**src/rtl/dcache_profiler.sv**
```systemverilog
// Direct-mapped data-cache behaviour model that profiles an access stream:
// tracks valid/dirty/tag per line and counts hits, misses, write-backs and drops.
module dcache_profiler #(
    parameter int NUM_LINES  = 8,
    parameter int LINE_BYTES = 16
) (
    input  logic        clk_i,
    input  logic        rst_i,
    input  logic        valid_i,
    input  logic        we_i,
    input  logic [31:0] addr_i,
    input  logic        flush_i,
    output logic        ready_o,
    output logic        hit_o,
    output logic        miss_o,
    output logic        wb_o,
    output logic [31:0] access_cnt_o,
    output logic [31:0] hit_cnt_o,
    output logic [31:0] miss_cnt_o,
    output logic [31:0] wb_cnt_o,
    output logic [31:0] drop_cnt_o,
    output logic [1:0]  dbg_state_o
);

    localparam int OFF  = $clog2(LINE_BYTES);
    localparam int IDX  = $clog2(NUM_LINES);
    localparam int TAGW = 32 - OFF - IDX;
    localparam logic [IDX-1:0] LAST_IDX = IDX'(NUM_LINES - 1);

    typedef enum logic [1:0] {
        INIT  = 2'd0,
        RUN   = 2'd1,
        FLUSH = 2'd2
    } state_t;

    state_t              state_q, state_d;
    logic [IDX-1:0]      walk_q, walk_d;
    logic [NUM_LINES-1:0] valid_q, dirty_q;
    logic [TAGW-1:0]     tag_q [NUM_LINES];

    logic [IDX-1:0]  idx;
    logic [TAGW-1:0] tag;
    logic            unused_offset;
    logic            accept, drop, walking, line_hit, acc_wb, flush_wb;
    logic [1:0]      wb_inc;

    assign idx           = addr_i[OFF+IDX-1:OFF];
    assign tag           = addr_i[31:OFF+IDX];
    assign unused_offset = ^addr_i[OFF-1:0];

    // Handshake: an access is taken on a rising edge where valid_i && ready_o;
    // valid_i while ready_o is low is not stalled or retried, only counted as a drop.
    assign ready_o  = (state_q == RUN);
    assign accept   = valid_i & ready_o;
    assign drop     = valid_i & ~ready_o;
    assign walking  = (state_q != RUN);
    assign line_hit = valid_q[idx] && (tag_q[idx] == tag);
    assign acc_wb   = accept & ~line_hit & valid_q[idx] & dirty_q[idx];
    assign flush_wb = (state_q == FLUSH) & valid_q[walk_q] & dirty_q[walk_q];
    assign wb_inc   = {1'b0, acc_wb} + {1'b0, flush_wb};

    assign dbg_state_o = state_q;

    function automatic logic [31:0] sat_add(input logic [31:0] cnt, input logic [1:0] inc);
        logic [32:0] sum;
        sum = {1'b0, cnt} + {31'b0, inc};
        return sum[32] ? 32'hFFFF_FFFF : sum[31:0];
    endfunction

    always_comb begin
        state_d = state_q;
        walk_d  = walk_q;
        case (state_q)
            INIT, FLUSH: begin
                walk_d = walk_q + 1'b1;
                if (walk_q == LAST_IDX) begin
                    state_d = RUN;
                    walk_d  = '0;
                end
            end
            RUN: begin
                if (flush_i) state_d = FLUSH;
            end
            default: begin
                state_d = INIT;
                walk_d  = '0;
            end
        endcase
    end

    always_ff @(posedge clk_i) begin
        if (!rst_i) begin
            state_q <= INIT;
            walk_q  <= '0;
        end else begin
            state_q <= state_d;
            walk_q  <= walk_d;
        end
    end

    // INIT and FLUSH share the line walker; both leave the visited line invalid and clean.
    always_ff @(posedge clk_i) begin
        if (rst_i) begin
            if (walking) begin
                valid_q[walk_q] <= 1'b0;
                dirty_q[walk_q] <= 1'b0;
                tag_q[walk_q]   <= '0;
            end else if (accept) begin
                if (line_hit) begin
                    if (we_i) dirty_q[idx] <= 1'b1;
                end else begin
                    tag_q[idx]   <= tag;
                    valid_q[idx] <= 1'b1;
                    dirty_q[idx] <= we_i;
                end
            end
        end
    end

    always_ff @(posedge clk_i) begin
        if (!rst_i) begin
            hit_o        <= 1'b0;
            miss_o       <= 1'b0;
            wb_o         <= 1'b0;
            access_cnt_o <= '0;
            hit_cnt_o    <= '0;
            miss_cnt_o   <= '0;
            wb_cnt_o     <= '0;
            drop_cnt_o   <= '0;
        end else begin
            hit_o        <= accept & line_hit;
            miss_o       <= accept & ~line_hit;
            wb_o         <= acc_wb | flush_wb;
            access_cnt_o <= sat_add(access_cnt_o, {1'b0, accept});
            hit_cnt_o    <= sat_add(hit_cnt_o, {1'b0, accept & line_hit});
            miss_cnt_o   <= sat_add(miss_cnt_o, {1'b0, accept & ~line_hit});
            wb_cnt_o     <= sat_add(wb_cnt_o, wb_inc);
            drop_cnt_o   <= sat_add(drop_cnt_o, {1'b0, drop});
        end
    end

endmodule

```
**config.mk**
```make
export PLATFORM = sky130hd
export DESIGN_NAME = dcache_profiler
export DESIGN_NICKNAME = d
export VERILOG_FILES = /design/src/rtl/dcache_profiler.sv
export SDC_FILE = /design/constraint.sdc
export NUM_CORES = 1
export LEC_CHECK = 0
export BUFFER_PORTS_ARGS = -buffer_cell sky130_fd_sc_hd__buf_2
export CORE_MARGIN = 5
export CORE_UTILIZATION = 35
export DETAILED_ROUTE_END_ITERATION = 6
export HOLD_SLACK_MARGIN = 0.12
export PLACE_DENSITY_LB_ADDON = 0.3
export SYNTH_ARGS = -nofsm -noshare
export SYNTH_HDL_FRONTEND = slang
export SYNTH_SLANG_ARGS = --single-unit
```
**constraint.sdc**
```tcl
create_clock -name clk_i -period 6 [get_ports clk_i]
set_input_delay 0.6 -clock clk_i [delete_from_list [all_inputs] [get_ports clk_i]]
set_output_delay 0.6 -clock clk_i [all_outputs]
set_load 0.01 [all_outputs]
```
### After elaboration in Yosys (flattened, before gate mapping)

Memories as Yosys holds them, arrays and structs flattened.
Cells that the tools add are included.

| word-level totals | value |
|---|---|
| register bits after elaboration | 184 |
| bits in writable memories | 200 |
| bits of input ports | 37 |
| output and inout bits | 166 |
| logic and storage cells | 100 |
| memories kept | 1 |

Memory list:

| memory | depth | width | read ports | clocked after memory_dff | write ports | line | text |
|---|---|---|---|---|---|---|---|
| tag_q | 8 | 25 | 1 | 0 | 1 | 39 | `logic [TAGW-1:0] tag_q [NUM_LINES];` |

| cells by class | value |
|---|---|
| add/subtract/negate cells | 7 |
| $lt $le $gt $ge | 4 |
| eq/ne operators | 9 |
| mux-type cells | 41 |
| bitwise logic cells | 16 |
| reduce and logical (&&, ||, !) cells | 10 |

Operators by type and width:

| kind | number |
|---|---|
| 32-bit 2-to-1 mux | 5 |
| 32-bit by 1-bit adder with 33-bit output | 4 |
| 8-bit 2-to-1 mux | 7 |
| 32-bit by 2-bit adder with 33-bit output | 1 |
| 25-bit == test | 1 |
| 25-bit 2-to-1 mux | 1 |
| 25-bit OR reduction | 1 |
| 8-bit bitwise AND | 2 |
| 8-bit OR | 2 |
| 1-bit 2-to-1 mux | 15 |
| 1-bit binary-select mux with 3-bit select | 4 |
| 1-bit bitwise AND | 8 |
| 8-bit bitwise mux | 1 |
| 3-bit by 4-bit less-than comparator with 1-bit output, second input constant | 2 |
| 8-bit inverter | 1 |
| 1-bit demux with 3-bit select | 2 |
| 3-bit by 1-bit greater-or-equal comparator with 1-bit output, second input constant | 2 |
| 3-bit 2-to-1 mux | 2 |
| 2-bit != test, second input constant | 3 |
| 3-bit case mux with 2 select lines | 1 |
| 3-bit AND reduction | 2 |
| 2-bit 2-to-1 mux | 2 |
| 2-bit case mux with 2 select lines | 1 |
| 3-bit by 1-bit adder with 3-bit output, second input constant | 1 |
| 13 further kinds | 16 |

### Logic depth before layout (Yosys ltp)

Gate-level depths: netlist (run 1).

| depth | value |
|---|---|
| depth after elaboration | 10 |
| depth in mapped cells | 22 |
| depth with buffers taken out | 18 |

### Least setup slack after synthesis (run 1)

Ideal clock, no wire load.

| timing path | value |
|---|---|
| path type | input port to flip-flop |
| start | input addr_i[4] |
| end | register miss_cnt_o[12] |
| setup time | 133 ps |
| arrival | 4,740 ps |
| data required time | 5,867 ps |
| setup slack | 1,127 ps |
| stages | 21 |
| path buffers | 5 |
| path through | buf_2 buf_4 mux4_2 mux2i_1 xor2_1 o2111ai_1 or4_1 nor4_4 buf_4 nor2_1 ha_1 ha_1 and4_1 nand2_1 nor3_1 and4_1 and2_1 clkbuf_1 nand2_1 clkbuf_1 a21oi_1 |

| on the way | value |
|---|---|
| cells in the longest elaborated chain, start to end | 7 |
| elaborated cells between the ends (all ways) | 9 |
| those cells by class | add/sub (1); eq/ne (1); mux (3); bitwise (2); reduce/logical (1); memory (1) |

Ends and longest elaborated chain:

| what | line | text |
|---|---|---|
| from (decl) | 11 | `input logic [31:0] addr_i,` |
| memory 8 x 25 bit or 1-bit binary-select mux with 3-bit select (tied branches) | -- |  |
| 25-bit == test or 1-bit 2-to-1 mux (tied branches) | 57 | `assign line_hit = valid_q[idx] && (tag_q[idx] == tag);` |
| 1-bit logical AND (*) | 57 |  |
| 1-bit inverter (*) | 136 | `miss_cnt_o <= sat_add(miss_cnt_o, {1'b0, accept & ~line_hit});` |
| 1-bit bitwise AND (*) | 136 |  |
| 32-bit by 1-bit adder with 33-bit output (*) | 66 | `sum = {1'b0, cnt} + {31'b0, inc};` |
| 32-bit 2-to-1 mux (*) | 67 | `return sum[32] ? 32'hFFFF_FFFF : sum[31:0];` |
| to (signal assigned) | 136 |  |
| to (decl) | 19 | `output logic [31:0] miss_cnt_o,` |

Every way passes the cells marked *; elsewhere a longest branch is shown, timed or not. The select of a mux whose other input is x is not followed.
A chain may end at the register's enable or synchronous reset.

### Final worst setup path (run 1)

| timing path | value |
|---|---|
| start | input addr_i[5] |
| end | register wb_cnt_o[1] |

| on the way | value |
|---|---|
| cells in the longest elaborated chain, start to end | 10 |
| elaborated cells between the ends (all ways) | 14 |
| those cells by class | add/sub (2); eq/ne (1); mux (5); bitwise (4); reduce/logical (1); memory (1) |

Ends and longest elaborated chain:

| what | line | text |
|---|---|---|
| memory 8 x 25 bit or 1-bit binary-select mux with 3-bit select (tied branches) | -- |  |
| 25-bit == test or 1-bit 2-to-1 mux (tied branches) | 57, 58 |  |
| 1-bit logical AND | 57 |  |
| 1-bit inverter | 58 | `assign acc_wb = accept & ~line_hit & valid_q[idx] & dirty_q[idx];` |
| 1-bit bitwise AND (2 in a row) | 58 |  |
| 1-bit bitwise AND (*) | 58 |  |
| 1-bit by 1-bit adder with 2-bit output (*) | 60 | `assign wb_inc = {1'b0, acc_wb} + {1'b0, flush_wb};` |
| 32-bit by 2-bit adder with 33-bit output (*) | 66 |  |
| 32-bit 2-to-1 mux (*) | 67 |  |
| to (signal assigned) | 137 | `wb_cnt_o <= sat_add(wb_cnt_o, wb_inc);` |
| to (decl) | 20 | `output logic [31:0] wb_cnt_o,` |

Marks and branches as above.

==> impl_metrics.yaml, run 1 <==
drt:
  wl_per_cell_um: 18.28
  via_per_inst: 5.277
  drt_wl_total_um: 41860
  drc: 0
  antenna_left: 0
  dr.pass1.iters: 5
  vias: 12085
  first_iter_violations: 876
clocking:
  cts_buffers: 43
  cts_buffer_depth: 3
  cts_setup_buffers: 0
  cts_tree: "yes"
  cts.clk_slew.worst_paths_ns: 0.05
  hold_buffers: 0
  cts_resized: 0
  cts.sinks: 384
  root_buffer: "clkbuf_16"
  htreeDepth: 2
  clock_latency_ns: 0.56
critical_path:
  critPathLaunch: "addr_i[5]"
  start_kind: "primary input"
  cp_top_family: "simple AND/OR/NAND/NOR gates"
  path_class: "in -> reg"
  cp_common_cell: "nand4_1"
  cp_num_buf_inv: 4
  r2r-end: "wb_cnt_o[1]"
  cp_max_fo: 51
  reg2regPathDepth: 15
  path_cells: "buf_2, buf_12, or2_2, o22ai_1, or3_1, and4_1, and4_1, nand4_1, nand4_1, fa_1, inv_1, ha_1, nand2_1, nor4_1, nand4_1, nor4_1, nand2b_1, buf_4, a21oi_1"
  cp-end-kind: "flip-flop"
  r2r_setup_slack_ns: 1.02
  cp_data_arrival_time_ns: 5.79
  max_stage_delay_ns: 0.53
  slowest_stage: "fa_1"
  worstPathRequired_ns: 6.46
  regToRegStartpoint: "dbg_state_o[0]"
yosys:
  synth_seq_cells: 384
  synthTopCellsByArea: "edfxtp_1 38%, dfxtp_1 20%, a21oi_1 4.7%"
  syn_inst: 1446
  syn_nets: 1495
  ys.flop_type: "edfxtp_1"
  syn-mean-instance-area_um2: 11.69
  async_flop_share_pct: 0
  yosys.area.top_type: "edfxtp_1"
  yosysSeqAreaShare_pct: 58.28
  yosysWarnings: 0
  netlist_area_mm2: 0.01690
  synth_edf_count: 216
  yosysUniqueCellTypes: 59
  netlist.area_leader.share_pct: 38.38
cells_and_area:
  n_antenna_cell: 0
  seq_area_mm2: 0.009849
  areaGrowthSynthToFinish_pct: 18.32
  nFillCells: 4500
  multi_input_area_mm2: 0.006649
  nets: 1691
  layout-drive-gt1-share_pct: 20.96
pwr:
  power_leakage_nw: 7.405
  p_per_area_mw_per_mm2: 290.1
  vdd_drop_max_mv: 0.2353
  finalPower_mw: 5.800
global_routing:
  grt_util_met1_pct: 21.73
  busiest_layer: "met2"
  grt_max_degree: 90
  met2_usage_pct: 23.87
  track_usage_pct: 15.17
  grt.overflow.total: 0
  grt_use_met3_pct: 3.084
  antenna_found_initial: 4
  grt_pass1_vias: 11536
  grt_pass1_wl_um: 65360
worst_hold_path:
  hold_class: "in -> reg"
  worstHoldPathCells: 3
  hold_end: "dbg_state_o[1]"
  hold_start: "flush_i"
timing:
  min_period_over_period_pct: 88.74
  relSlewSlack_pct: 29.62
  clock.fmax_mhz: 187.8
  rsz0062_at_grt: "false"
  timing_max_transition_violations_final: 0
  finalHoldViolCount: 0
  period_needed_ns: 5.325
  fin_tns_setup_ns: 0
  tightestPinTransition_ns: 1.045
  setup_viol_count_final: 0
  clock_skew_ns: 0.02760
die:
  start_util_pct: 35.40
  die_height_um: 229.7
  core_mm2: 0.04775
  die_area_mm2: 0.05278
  die_w_um: 229.7
  io_pins: 203
  rows: 80
outcome:
  outcome: "complete, no violations"
placed_design:
  portBuffers: 198
  place_hpwl_um: 27140
  globalplace.congestion: 0.8470
run:
  drv_cap: 0
==> through the flow <==
step	cell area (um2)	cells	hold WS, ns	util (%)	worst slack [ns]
finish	20000	2290	0.3312	41.88	0.6755
global route	20000	2290	0.3475	41.88	0.2219
CTS	20000	2290	0.2871	41.88	0.7444
detailed placement	18570	2212	0.5168	38.89	0.1595
global placement	18570	2212	0.5072	38.89	0.2466
floorplan	16900	1446	0.4936	-	1.127
==> final cells by class <==
type / instances / area share, %
well taps: 615 / 3.848
inverters: 26 / 0.5006
repair buffers: 222 / 5.994
flip-flops and latches: 384 / 49.26
clock inverters: 19 / 1.014
clock buffers: 59 / 6.138
multi-input cells: 965 / 33.25
==> routing by layer <==
| layer | part of all wire [%] | vias up |
|---|---|---|
| li1 | - | 5786 |
| met1 | 47 | 5873 |
| met2 | 45 | 354 |
| met3 | 6.3 | 64 |
| met4 | 1.6 | 8 |
| met5 | 0.14 | - |
==> worst reg2reg max path: stages, from the launching register on <==
cell and delay, ns:
dfxtp_1 0.50, nand2_1 0.42, inv_1 0.50, nand2_1 0.35
inv_1 0.21, nand4_1 0.27, fa_1 0.53, inv_1 0.11
ha_1 0.23, nand2_1 0.10, nor4_1 0.40, nand4_1 0.22
nor4_1 0.53, nand2b_1 0.15, buf_4 0.24, a21oi_1 0.15
==> power by group <==
group	total, mW	internal, mW	switching [mW]
registers	2.85	2.83	0.0294
logic	0.294	0.116	0.178
clock network	2.65	1.60	1.05
==> cells in the mapped netlist, types with 19 or more instances <==
cell type,instances
mux2_2,28
a22oi_1,19
mux2i_1,58
edfxtp_1,216
xnor2_1,48
inv_1,25
o21ai_0,23
clkbuf_1,53
and2_1,32
nand3_1,75
nand2_1,77
and3_1,38
a21oi_1,160
xor2_1,81
dfxtp_1,168
nor3_1,27
nor2_1,62
nand4_1,33
==> sequential cells by signal (all words and copies together), names as in the netlist, 2 cells and up <==
signal	count
tag_q	200
valid_q	8
drop_cnt_o	32
wb_cnt_o	32
dirty_q	8
hit_cnt_o	32
miss_cnt_o	32
dbg_state_o	2
walk_q	3
access_cnt_o	32
==> cell usage in the layout (no fill, tap or decap), drive strengths merged, types with 10 or more instances in the layout <==
| cell | n |
|---|---|
| a21oi | 160 |
| a22oi | 19 |
| a31oi | 15 |
| and2 | 32 |
| and3 | 38 |
| and4 | 15 |
| buf | 222 |
| clkbuf | 59 |
| clkinv | 11 |
| dfxtp | 168 |
| edfxtp | 216 |
| ha | 11 |
| inv | 29 |
| mux2 | 28 |
| mux2i | 58 |
| mux4 | 18 |
| nand2 | 77 |
| nand2b | 12 |
| nand3 | 75 |
| nand4 | 33 |
| nor2 | 63 |
| nor3 | 27 |
| o21a | 13 |
| o21ai | 23 |
| o22ai | 17 |
| or3 | 10 |
| xnor2 | 48 |
| xor2 | 81 |
==> cells by family (layout without fill, tap and decap cells) <==
family	after synthesis	count (layout)	share of synthesized area, %
DFF	384	384	58.28
and+or+nand+nor	430	430	13.64
buffers and inverters	97	326	2.495
adders and majority gates	12	12	0.9328
muxes	104	104	7.700
xor gates and xnor gates	129	129	6.685
AOI/OAI and AO/OA	290	290	10.26
==> how the worst max path moves through the flow <==
stage	cells past startpoint	endpoint	slack (ns)
after floorplan	21	miss_cnt_o[12]	1.13
after global placement	19	hit_cnt_o[12]	0.25
final	19	wb_cnt_o[1]	0.68
after global routing	19	wb_cnt_o[1]	0.22
after CTS	19	wb_cnt_o[1]	0.74
after detailed placement	19	wb_cnt_o[18]	0.16
No activity file was read; power rests on OpenSTA's default activity.
==> inputs of run 2 (changes only) <==
clock period = 4.5 ns   (was 6 ns; I/O delays follow)
==> run 2 against run 1 <==
  * Global-route usage rose by 0.87 points
  * Cell area rose by 4.4%
  * Via count rose by 3.3%
  * Clock-buffer cell count rose by 7
  * Flip-flop and latch count did not move
  * Sequential share of layout area fell by 2.1 points
  * Clock power rose by 32%
  * Cell count rose by 4.4%
  * Setup slack got worse by 0.41 ns
==> impl_metrics.yaml, run 2 (synthesis gave the netlist of run 1 again) <==
cells_and_area:
  largest_reg_flops: 200
  layout_commonest_cell: "edfxtp_1"
  fin_util_pct: 43.71
  areaGrowthSynthToFinish_pct: 23.50
  final_cell_mix: "216 x edfxtp_1, 197 x buf_2, 168 x dfxtp_1, 160 x a21oi_1, 116 x buf_4"
  fin_cells: 2391
  layout-drive-gt1-share_pct: 25.75
  top_register: "tag_q"
  nets: 1793
  final_cell_area_mm2: 0.02087
clocking:
  cts_tree: "yes"
  cts_buffers: 44
  root_buffer: "clkbuf_16"
  clock_latency_ns: 0.57
  cts.sinks: 384
  htreeDepth: 2
  cts_buffer_depth: 3
  cts.clk_slew.worst_paths_ns: 0.06
critical_path:
  path_class: "reg -> reg"
  cp_max_fo: 6
  slowest_stage: "or4_1"
  regToRegStartpoint: "tag_q[6][3]"
  max_stage_delay_ns: 0.50
  worstPathRequired_ns: 4.91
  critPathLaunch: "tag_q[6][3]"
  start_kind: "flip-flop"
  cp_data_arrival_time_ns: 4.65
  cp-end-kind: "flip-flop"
  cp_common_cell: "and4_1"
  path_cells: "mux4_2, mux2i_1, xor2_1, o2111ai_1, or4_1, nor4_4, buf_4, nor2_1, ha_1, ha_1, and4_1, nand2_1, nor3_2, and4_1, and2_1, nand2_4, and4_1, nor3_1"
timing:
  timing_max_transition_violations_final: 0
  rsz0062_at_grt: "true"
  relSlewSlack_pct: 19.27
  clock_skew_ns: 0.02101
  tightestPinTransition_ns: 1.198
  finalHoldViolCount: 0
  min_period_over_period_pct: 94.17
  period_needed_ns: 4.238
  fin_tns_setup_ns: 0
  setup_viol_count_final: 0
  clock.fmax_mhz: 236.0
drt:
  wl_per_cell_um: 18.27
  antenna_left: 0
  drc: 0
  first_iter_violations: 963
  dr.pass1.iters: 5
  vias: 12486
  via_per_inst: 5.222
  drt_wl_total_um: 43680
pwr:
  power_leakage_nw: 7.940
  finalPower_mw: 7.753
  vdd_drop_max_mv: 0.3485
  p_per_area_mw_per_mm2: 371.5
worst_hold_path:
  hold_start: "addr_i[13]"
  hold_class: "in -> reg"
die:
  rows: 80
  io_pins: 203
  core_mm2: 0.04775
  start_util_pct: 35.40
  die_w_um: 229.7
  die_height_um: 229.7
  die_area_mm2: 0.05278
placed_design:
  place_area_mm2: 0.01938
  place_hpwl_um: 29140
  portBuffers: 198
  globalplace.congestion: 0.8500
  post-place-cells: 2311
global_routing:
  antenna_found_initial: 4
  track_usage_pct: 16.04
  grt.overflow.total: 0
  grt_pass1_wl_um: 68930
  grt_max_degree: 95
  grt_pass1_vias: 12197
outcome:
  outcome: "complete, no violations"
run:
  drv_cap: 0
[run 2: cell types whose count changed in the layout (fill, tap and decap cells not counted), moves of 3 or more]
cell / before / now
buf_12: 2 / 7
clkbuf_1: 8 / 13
buf_4: 23 / 116
clkinv_2: 6 / 3
[run 2: final cells by class]
cell class / count / area [um2]
fillers: 4492 / 26870
inverters: 26 / 100.1
clock inverters: 11 / 120.1
flip-flops and latches: 384 / 9849
diodes: 1 / 2.502
clock buffers: 66 / 1296
multi-input cells: 965 / 6704
well taps: 615 / 769.5
repair buffers: 323 / 2029
[run 2: power breakdown]
part	switching, mW	internal (mW)
combinational	0.253	0.202
sequential	0.0419	3.77
clock	1.39	2.10
[run 2: worst paths after layout]
| path | end | slack [ns] | cells past startpoint |
|---|---|---|---|
| min reg2reg | miss_cnt_o[27] | 0.51 | 1 |
| max reg2reg | miss_cnt_o[31] | 0.26 | 18 |
| min | tag_q[3][6] | 0.38 | 2 |
| max | miss_cnt_o[31] | 0.26 | 18 |
[run 2: critical path: cells and delay by family (launching register included)]
family          cells  cell delay (ns)
compound gates      1             0.19
xor+xnor            1             0.29
fa+ha+maj           2             0.41
buf+inv             1             0.15
flops               1             0.36
mux                 2             0.64
simple gates       11             2.05
[run 2: what timing repair did]
item | 4_1_cts | 5_1_grt
resized for setup | 1 | 10
hold endpoints to repair | 1 | 0
gates cloned | 0 | 0
endpoints found under the setup margin | 32 | 93
hold buffers | 1 | 0
buffers inserted | 0 | 1
pin swaps | 0 | 5
[run 2: per-layer routing]
| metal | track usage, % | part of all wire [%] |
|---|---|---|
| met1 | 22.65 | 46 |
| met2 | 25.43 | 46 |
| met3 | 3.442 | 6.8 |
| met4 | 3.830 | 1.5 |
| met5 | 0 | 0.048 |
[run 2: stage by stage]
step	hold WS, ns	setup slack (ns)
2_1_floorplan	0.4936	0.001017
3_3_place_gp	0.4897	-0.5073
3_5_place_dp	0.5007	-0.5862
4_1_cts	0.3370	0.08679
5_1_grt	0.3858	-0.02446
6_report	0.3793	0.2622
==> inputs of run 3 (changes only) <==
CORE_UTILIZATION = 53   (was 35)
==> run 3 against run 2 <==
  * Power down 3.9%
  * Largest cell class unchanged
  * Global-route usage up 6.0 points
  * First-iteration DRC count up 2.2%
  * Highest routed layer is now met4
  * Critical path type is now in -> reg
  * Critical endpoint is now wb_cnt_o[3]
  * Clock skew up 0.00058 ns
  * Utilization up 21 points
  * Cell count down 9.7%
==> impl_metrics.yaml, run 3 (synthesis gave the netlist of run 1 again) <==
outcome:
  outcome: "complete, no violations"
clocking:
  cts.sinks: 384
  clock_latency_ns: 0.53
  hold_buffers: 0
  htreeDepth: 2
  cts_buffers: 41
  cts_tree: "yes"
  cts_buffer_depth: 3
  root_buffer: "clkbuf_16"
  cts.clk_slew.worst_paths_ns: 0.05
timing:
  relSlewSlack_pct: 21.59
  whs_ns: 0.2200
  finalHoldViolCount: 0
  period_needed_ns: 4.271
  setup_viol_count_final: 0
  clock.fmax_mhz: 234.1
  min_period_over_period_pct: 94.92
  fin_tns_setup_ns: 0
  setup_slack_ns: 0.2286
  tightestPinTransition_ns: 1.164
  timing_max_transition_violations_final: 0
  clock_skew_ns: 0.02159
cells_and_area:
  areaGrowthSynthToFinish_pct: 20.49
  nFillCells: 2388
  top_register: "tag_q"
  seq_area_mm2: 0.009849
  final_cell_area_mm2: 0.02036
  largest_reg_flops: 200
  nets: 1776
  layout_commonest_cell: "edfxtp_1"
  multi_input_area_mm2: 0.006675
  final_cell_mix: "216 x edfxtp_1, 196 x buf_2, 168 x dfxtp_1, 160 x a21oi_1, 102 x buf_4"
  layout-drive-gt1-share_pct: 24.90
  fin_cells: 2158
run:
  drv_cap: 0
placed_design:
  dpl_worst_slack_ns: -0.3981
  place_hpwl_um: 27450
  place_area_mm2: 0.01906
  globalplace.congestion: 0.8889
  portBuffers: 198
  post-place-cells: 2086
pwr:
  switching_share_pct: 21.34
  p_seq_share_pct: 51.1
  power_frac_clock_pct: 42.9
  power_leakage_nw: 7.807
  vdd_drop_max_mv: 0.3724
  p_sw_mw: 1.590
  intPower_mw: 5.861
  p_per_area_mw_per_mm2: 366.0
  pwr-share-comb_pct: 6.0
die:
  core_mm2: 0.03156
  io_pins: 203
  die_height_um: 188.6
  die_w_um: 188.6
  start_util_pct: 53.56
  die_area_mm2: 0.03556
  rows: 65
critical_path:
  cp_max_fo: 23
  regToRegStartpoint: "tag_q[5][12]"
  crit_path_end: "wb_cnt_o[3]"
  reg2regPathDepth: 17
  critPathLaunch: "addr_i[5]"
  r2r-end: "miss_cnt_o[9]"
  r2r_setup_slack_ns: 0.23
  cp-end-kind: "flip-flop"
  path_class: "in -> reg"
  start_kind: "primary input"
  worstPathRequired_ns: 4.94
  cp_data_arrival_time_ns: 4.71
drt:
  dr.pass1.iters: 5
  drt_wl_total_um: 40770
  first_iter_violations: 984
  wl_per_cell_um: 18.89
  antenna_left: 0
  via_per_inst: 5.829
  drc: 0
  vias: 12580
global_routing:
  grt.overflow.total: 0
  antenna_found_initial: 1
  grt_pass1_wl_um: 64670
  grt_pass1_vias: 12045
  grt_max_degree: 78
  track_usage_pct: 22.05
worst_hold_path:
  hold_class: "in -> reg"
run 3: worst min-delay path by stage:
stage	from	to	slack [ns]	cells after the start
finish	flush_i	dbg_state_o[1]	0.22	3
global route	flush_i	dbg_state_o[1]	0.23	3
CTS	flush_i	dbg_state_o[1]	0.20	3
detailed placement	drop_cnt_o[28]	drop_cnt_o[28]	0.53	2
global placement	miss_cnt_o[27]	miss_cnt_o[27]	0.49	1
floorplan	miss_cnt_o[27]	miss_cnt_o[27]	0.49	1
run 3: per-layer routing:
| layer | share of wire [%] | vias to the layer above | global-route usage (%) |
|---|---|---|---|
| met1 | 43 | 6129 | 30.76 |
| met4 | 1.9 | 0 | 4.849 |
| li1 | - | 5959 | - |
| met3 | 7.2 | 56 | 3.557 |
| met2 | 48 | 436 | 36.81 |
| met5 | 0 | - | 0 |
run 3: through the flow:
step,total power [mW],util (%)
global placement,4.307,60.40
floorplan,4.143,-
detailed placement,4.319,60.40
global route,7.714,64.53
CTS,7.515,64.45
finish,7.452,64.53
run 3: worst max-delay path, stage by stage:
cell	delay (ns)
clkbuf_4	0.21
buf_12	0.23
buf_4	0.21
mux2i_1	0.25
a22oi_1	0.14
and3_1	0.25
a2bb2oi_1	0.15
and4_1	0.18
nand4_1	0.20
nand4_1	0.23
fa_1	0.47
inv_1	0.09
ha_1	0.17
nand2_1	0.09
nor4_2	0.26
nand4_1	0.20
nor4_2	0.32
buf_4	0.16
nand2b_1	0.06
buf_4	0.20
a21oi_1	0.15
run 3: area by class of cell:
class                           instances  share of cell area (%)
Inverter                               26                  0.4916
Clock inverter                          8                  0.3441
Sequential cell                       384                   48.37
Tap cell                              402                   2.470
Timing Repair Buffer                  309                   9.598
Multi-Input combinational cell        965                   32.78
Clock buffer                           63                   5.930
Antenna cell                            1                 0.01229
run 3: repair_timing:
item                                    CTS  global route
endpoints found under the hold margin     0             0
gates resized for setup                   0             4
endpoints found under the setup margin    0            56
setup buffers                             0             0
run 3: power by group through the flow:
stage | logic [mW] | registers (mW) | clock network, mW
global route | 0.478 | 3.81 | 3.42
detailed placement | 0.438 | 3.88 | 0
floorplan | 0.278 | 3.86 | 0
CTS | 0.441 | 3.81 | 3.27
global placement | 0.431 | 3.88 | 0
finish | 0.444 | 3.81 | 3.20
